**src/rtl/hdbe_op_pkg.sv**
```systemverilog
// Shared opcode encoding, result flags and opcode helpers for the
// HDBE integer operator units.
package hdbe_op_pkg;

  // Runtime opcode; encodings 9..15 are reserved and treated as illegal.
  typedef enum logic [3:0] {
    ADD  = 4'd0,
    SUB  = 4'd1,
    MUL  = 4'd2,
    SHL  = 4'd3,
    LSHR = 4'd4,
    ASHR = 4'd5,
    AND  = 4'd6,
    OR   = 4'd7,
    XOR  = 4'd8
  } op_e;

  localparam logic [3:0] OpLastLegal = 4'd8;

  // Status flags produced alongside every result.
  typedef struct packed {
    logic ovf;
    logic zero;
    logic illegal;
  } op_flags_t;

  // True when the raw opcode maps onto a member of op_e.
  function automatic logic op_is_legal(input logic [3:0] op);
    return (op <= OpLastLegal);
  endfunction

endpackage

```
**src/rtl/binary_op_alu.sv**
```systemverilog
// Purely combinational two-operand integer operator. Results are truncated
// to ParamBitWidth; flags report signed overflow, zero result and illegal
// opcodes. Kept free of state so other multi-op units can reuse it.
module binary_op_alu
  import hdbe_op_pkg::*;
#(
  parameter int ParamBitWidth = 32
) (
  input  logic [3:0]               op,
  input  logic [ParamBitWidth-1:0] lhs,
  input  logic [ParamBitWidth-1:0] rhs,
  output logic [ParamBitWidth-1:0] result,
  output op_flags_t                flags
);

  localparam int W = ParamBitWidth;
  // Shift amounts are compared in at least 32 bits so the width constant
  // always fits, whatever the operand width.
  localparam int AmtW = (W > 32) ? W : 32;

  logic [W-1:0]        sum_s;
  logic [W-1:0]        diff_s;
  logic [2*W-1:0]      prod_s;
  logic [W-1:0]        shl_s;
  logic [W-1:0]        lshr_s;
  logic [W-1:0]        ashr_s;
  logic [AmtW-1:0]     amt_s;
  logic                amt_big_s;
  logic                sign_s;

  assign sum_s  = lhs + rhs;
  assign diff_s = lhs - rhs;
  // Operands are sign-extended to full width so the low 2W bits of the
  // product are the exact signed product.
  assign prod_s = $signed({{W{lhs[W-1]}}, lhs}) * $signed({{W{rhs[W-1]}}, rhs});

  assign amt_s     = AmtW'(rhs);
  assign amt_big_s = (amt_s >= AmtW'(W));
  assign sign_s    = lhs[W-1];
  assign shl_s     = lhs << rhs;
  assign lshr_s    = lhs >> rhs;
  assign ashr_s    = $signed(lhs) >>> rhs;

  // Select the operation result and its overflow flag.
  always_comb begin
    result        = '0;
    flags         = '0;
    case (op)
      ADD: begin
        result    = sum_s;
        flags.ovf = (lhs[W-1] == rhs[W-1]) && (sum_s[W-1] != lhs[W-1]);
      end
      SUB: begin
        result    = diff_s;
        flags.ovf = (lhs[W-1] != rhs[W-1]) && (diff_s[W-1] != lhs[W-1]);
      end
      MUL: begin
        result    = prod_s[W-1:0];
        flags.ovf = (prod_s[2*W-1:W] != {W{prod_s[W-1]}});
      end
      SHL:  result = amt_big_s ? '0 : shl_s;
      LSHR: result = amt_big_s ? '0 : lshr_s;
      ASHR: result = amt_big_s ? {W{sign_s}} : ashr_s;
      AND:  result = lhs & rhs;
      OR:   result = lhs | rhs;
      XOR:  result = lhs ^ rhs;
      default: begin
        result    = '0;
        flags.ovf = 1'b0;
      end
    endcase
    flags.illegal = !op_is_legal(op);
    flags.zero    = (result == '0);
  end

endmodule

```
**src/rtl/binary_op_pipe.sv**
```systemverilog
// Pipelined runtime-opcode integer operator with valid/ready handshake.
// The operation is evaluated before stage 0; later stages only retime.
// Every stage shifts when the output is empty or being consumed, so bubbles
// are kept and throughput is one transaction per cycle without backpressure.
module binary_op_pipe
  import hdbe_op_pkg::*;
#(
  parameter int ParamBitWidth = 32,
  parameter int ParamLatency  = 2,
  parameter int ParamTagWidth = 8
) (
  input  logic                     clk,
  input  logic                     reset,
  input  logic                     in_valid,
  output logic                     in_ready,
  input  logic [3:0]               in_op,
  input  logic [ParamBitWidth-1:0] in_lhs,
  input  logic [ParamBitWidth-1:0] in_rhs,
  input  logic [ParamTagWidth-1:0] in_tag,
  output logic                     out_valid,
  input  logic                     out_ready,
  output logic [ParamBitWidth-1:0] out_result,
  output logic [ParamTagWidth-1:0] out_tag,
  output logic                     out_ovf,
  output logic                     out_zero,
  output logic                     out_illegal
);

  localparam int W = ParamBitWidth;
  localparam int T = ParamTagWidth;

  logic [W-1:0] alu_result_s;
  op_flags_t    alu_flags_s;
  logic [W-1:0] load_result_s;
  logic [T-1:0] load_tag_s;
  op_flags_t    load_flags_s;

  binary_op_alu #(
    .ParamBitWidth(W)
  ) u_alu (
    .op     (in_op),
    .lhs    (in_lhs),
    .rhs    (in_rhs),
    .result (alu_result_s),
    .flags  (alu_flags_s)
  );

  // Bubbles carry all-zero data so outputs read 0 whenever out_valid is 0.
  always_comb begin
    if (in_valid) begin
      load_result_s = alu_result_s;
      load_tag_s    = in_tag;
      load_flags_s  = alu_flags_s;
    end else begin
      load_result_s = '0;
      load_tag_s    = '0;
      load_flags_s  = '0;
    end
  end

  generate
    if (ParamLatency == 0) begin : g_comb

      // Zero-latency path: outputs follow the inputs, forced idle in reset.
      always_comb begin
        if (reset) begin
          out_valid   = 1'b0;
          out_result  = '0;
          out_tag     = '0;
          out_ovf     = 1'b0;
          out_zero    = 1'b0;
          out_illegal = 1'b0;
          in_ready    = 1'b1;
        end else begin
          out_valid   = in_valid;
          out_result  = load_result_s;
          out_tag     = load_tag_s;
          out_ovf     = load_flags_s.ovf;
          out_zero    = load_flags_s.zero;
          out_illegal = load_flags_s.illegal;
          in_ready    = out_ready;
        end
      end

    end else begin : g_pipe

      localparam int Depth = ParamLatency;

      logic [Depth-1:0] valid_r;
      logic [W-1:0]     result_r [Depth];
      logic [T-1:0]     tag_r    [Depth];
      op_flags_t        flags_r  [Depth];
      logic             advance_s;

      assign advance_s = !valid_r[Depth-1] || out_ready;
      assign in_ready  = advance_s;

      // Shift the whole pipe on advance; reset discards everything in flight.
      always_ff @(posedge clk or posedge reset) begin
        if (reset) begin
          valid_r <= '0;
          for (int i = 0; i < Depth; i++) begin
            result_r[i] <= '0;
            tag_r[i]    <= '0;
            flags_r[i]  <= '0;
          end
        end else if (advance_s) begin
          valid_r[0]  <= in_valid;
          result_r[0] <= load_result_s;
          tag_r[0]    <= load_tag_s;
          flags_r[0]  <= load_flags_s;
          for (int i = 1; i < Depth; i++) begin
            valid_r[i]  <= valid_r[i-1];
            result_r[i] <= result_r[i-1];
            tag_r[i]    <= tag_r[i-1];
            flags_r[i]  <= flags_r[i-1];
          end
        end
      end

      assign out_valid   = valid_r[Depth-1];
      assign out_result  = result_r[Depth-1];
      assign out_tag     = tag_r[Depth-1];
      assign out_ovf     = flags_r[Depth-1].ovf;
      assign out_zero    = flags_r[Depth-1].zero;
      assign out_illegal = flags_r[Depth-1].illegal;

    end
  endgenerate

endmodule

```
**config.mk**
```make
export PLATFORM = sky130hd
export DESIGN_NAME = binary_op_pipe
export DESIGN_NICKNAME = d
export VERILOG_FILES = /design/src/rtl/hdbe_op_pkg.sv /design/src/rtl/binary_op_alu.sv /design/src/rtl/binary_op_pipe.sv
export SDC_FILE = /design/constraint.sdc
export NUM_CORES = 2
export LEC_CHECK = 0
export ABC_CLOCK_PERIOD_IN_PS = 3900
export CORE_MARGIN = 4
export CORE_UTILIZATION = 25
export DETAILED_ROUTE_END_ITERATION = 6
export PLACE_DENSITY = 0.39
export REMOVE_ABC_BUFFERS = 1
export SYNTH_ARGS = -nofsm -noshare
export SYNTH_HDL_FRONTEND = slang
export SYNTH_SLANG_ARGS = --single-unit
```
**constraint.sdc**
```tcl
create_clock -name clk -period 3.9 [get_ports clk]
set_clock_uncertainty 0.2 [all_clocks]
set_input_delay 0.585 -clock clk [delete_from_list [all_inputs] [get_ports clk]]
set_output_delay 0.585 -clock clk [all_outputs]
set_load 0.02 [all_outputs]
```
==> results.yml <==
routing:
  post_drt_wl_per_cell_um: 25.4
  num_vias: 44400
  routed_via_density: 4.86
  drcViolationCount: 0
  first_pass_iters: 6
  drt-initial-drc-count: 3171
  wl_um: 233000
  antenna_left: 0
timing:
  setup_violations: 32
  finalMaxSlewViolations: 0
  holdWs_ns: 0.264
  slew_headroom_pct: 24.7
  timing.final.ws_setup_ns: -5.35
  final_hold_viol_count: 0
  post-route-min-period_ns: 9.25
  fin_crit_sh_pct: 237
  tightest_slew_ns: 1.12
  rsz0062_at_grt: "true"
  max_freq_mhz: 108
layout:
  final_common_cell: "buf_4"
  drive_gt1_share_pct: 33.0
  n_fill_cell: 19400
  final_nets: 8085
  final_cell_mix: "buf_4 (1235), fa_1 (1011), nand2_1 (962), inv_1 (686), nor2_1 (448)"
  syn_to_final_growth_pct: 42.5
  fin_cells: 9143
  register_area_mm2: 0.00220
  multi_input_area_mm2: 0.0433
  fin_util_pct: 35.9
floorplan:
  rows: 159
  start_util_pct: 25.2
  die_h_um: 443
  die_area_mm2: 0.196
  io_pins: 125
  core-area_mm2: 0.188
  die_w_um: 443
synthesis:
  synth-seq-area-share_pct: 4.65
  syn_avg_cell_area_um2: 8.82
  synthDominantAreaCellType: "fa_1"
  ys_warn_count: 0
  async_flop_share_pct: 100
  ys_types: 93
  synthesis.area_mm2: 0.0473
  synth_seq_cells: 88
  netlist.area_leader.share_pct: 45.9
  synth_enable_flop_cells: 0
  synth_cells: 5363
  ys_top_cells_by_area: "fa_1 (46%), nand2_1 (7.8%), ha_1 (7.4%), inv_1 (6.0%), dfrtp_1 (4.7%)"
  ys.flop_type: "dfrtp_1"
run_status:
  outcome: "finished, violations left"
  failed_checks: "setup timing"
min_path:
  hp-class: "flip-flop to flip-flop"
  min_from: "out_tag[2]"
  hold_end: "out_tag[2]"
  holdPathStages: 2
critical_path:
  arrival_ns: 9.26
  startpoint_type: "primary input"
  r2r-start: "g_pipe.valid_r[1]"
  worstPathMaxFanout: 5
  path_class: "primary input to flip-flop"
  required_ns: 3.91
  cp_num_buf_inv: 10
  cp-end-kind: "flip-flop"
  critPathMaxStageDelay_ns: 0.64
  rrSetupSlack_ns: 1.03
  r2r_end: "g_pipe.flags_r[4]"
  crit_family: "adder cells"
  reg2regPathDepth: 11
  cpMaxStageDelayCell: "fa_1"
global_route:
  grt_pass1_wl_um: 342000
  grt_antenna_before_repair: 7
  grt.overflow.total: 0
  grt_usage_pct: 23.6
  grt_max_degree: 88
  grt_pass1_vias: 48000
clock_network:
  clk_path_buf_depth: 2
  cts_sinks: 88
  clk_pin_slew_ns: 0.07
  clock-root-buffer: "clkbuf_16"
  cts_tree: "done"
  clock_latency_ns: 0.33
  cts-hold-fix-buffers: 0
  cts_made_buffers: 9
  ctsHtreeMaxLevel: 3
place:
  port_buffers: 124
  dp_cells: 8966
  hpwl_um: 198000
  gp_congestion: 0.993
job:
  max-cap-violations: 0
flip-flops by register name, indices dropped and copies added (netlist names):
| name | count |
|---|---|
| out_illegal | 1 |
| g_pipe.flags_r | 3 |
| g_pipe.tag_r | 8 |
| g_pipe.result_r | 32 |
| out_ovf | 1 |
| out_tag | 8 |
| out_result | 32 |
| g_pipe.valid_r | 2 |
| out_zero | 1 |
worst min-delay path, stage by stage (launching register included):
cell	delay, ns
dfrtp_1	0.34
nand2_1	0.05
nand2_1	0.04
per-layer routing:
layer | GRT usage [%] | part of all wire, %
met5 | 0 | 0.0077
met4 | 6.54 | 3.7
met3 | 1.81 | 4.7
met2 | 39.9 | 48
met1 | 32.4 | 44
final cells by class:
type	instances	share of cell area, %
Clock buffer	11	0.360
Sequential cell	88	3.27
Multi-Input combinational cell	4102	64.2
Timing Repair Buffer	1647	22.7
Clock inverter	5	0.119
Tap cell	2495	4.63
Antenna cell	2	0.00742
Inverter	793	4.68
cell families (layout without fill, tap and decap cells):
| kind of cell | count (synthesis) | after routing | synth area share (%) |
|---|---|---|---|
| compound gates | 724 | 724 | 10.4 |
| xor+xnor | 88 | 88 | 1.63 |
| fa+ha+maj | 1364 | 1364 | 53.3 |
| buf+inv | 1173 | 2456 | 9.71 |
| flops | 88 | 88 | 4.65 |
| mux | 118 | 118 | 4.46 |
| other cells | 0 | 2 | 0 |
| simple gates | 1808 | 1808 | 15.9 |
through the flow:
step	TNS, ns	area (µm²)	setup WS, ns
4_1_cts	-104.46	65400	-5.37
3_3_place_gp	-138.64	61600	-6.60
5_1_grt	-109.19	67400	-5.68
6_report	-103.75	67400	-5.35
2_1_floorplan	-244.08	45700	-5.74
3_5_place_dp	-138.73	61600	-6.68
how the worst max path moves through the flow:
stage	start	end	cells after the start
floorplan	in_rhs[2]	g_pipe.flags_r[5]	28
global placement	in_rhs[5]	g_pipe.flags_r[5]	31
detailed placement	in_rhs[5]	g_pipe.flags_r[5]	31
CTS	in_rhs[16]	g_pipe.flags_r[5]	31
global route	in_lhs[31]	g_pipe.flags_r[5]	33
finish	in_lhs[31]	g_pipe.flags_r[5]	31
cell usage after synthesis (62+ instances only):
cell type / count
dfrtp_1: 88
o21ai_0: 134
inv_1: 762
nor2_1: 515
buf_1: 81
xnor2_1: 62
clkbuf_1: 246
ha_1: 280
a21oi_1: 185
fa_1: 1084
mux4_2: 72
nand2_1: 986
repair_timing:
action	CTS	global route
endpoints found under the setup margin	34	33
gates cloned	4	3
setup buffers	95	75
hold endpoints to repair	0	0
resized for setup	663	388
pin swaps	156	215
Power is left out: the tool's default activity adds up to more than one toggle a clock period on the data nets, which glitch-free logic cannot reach.
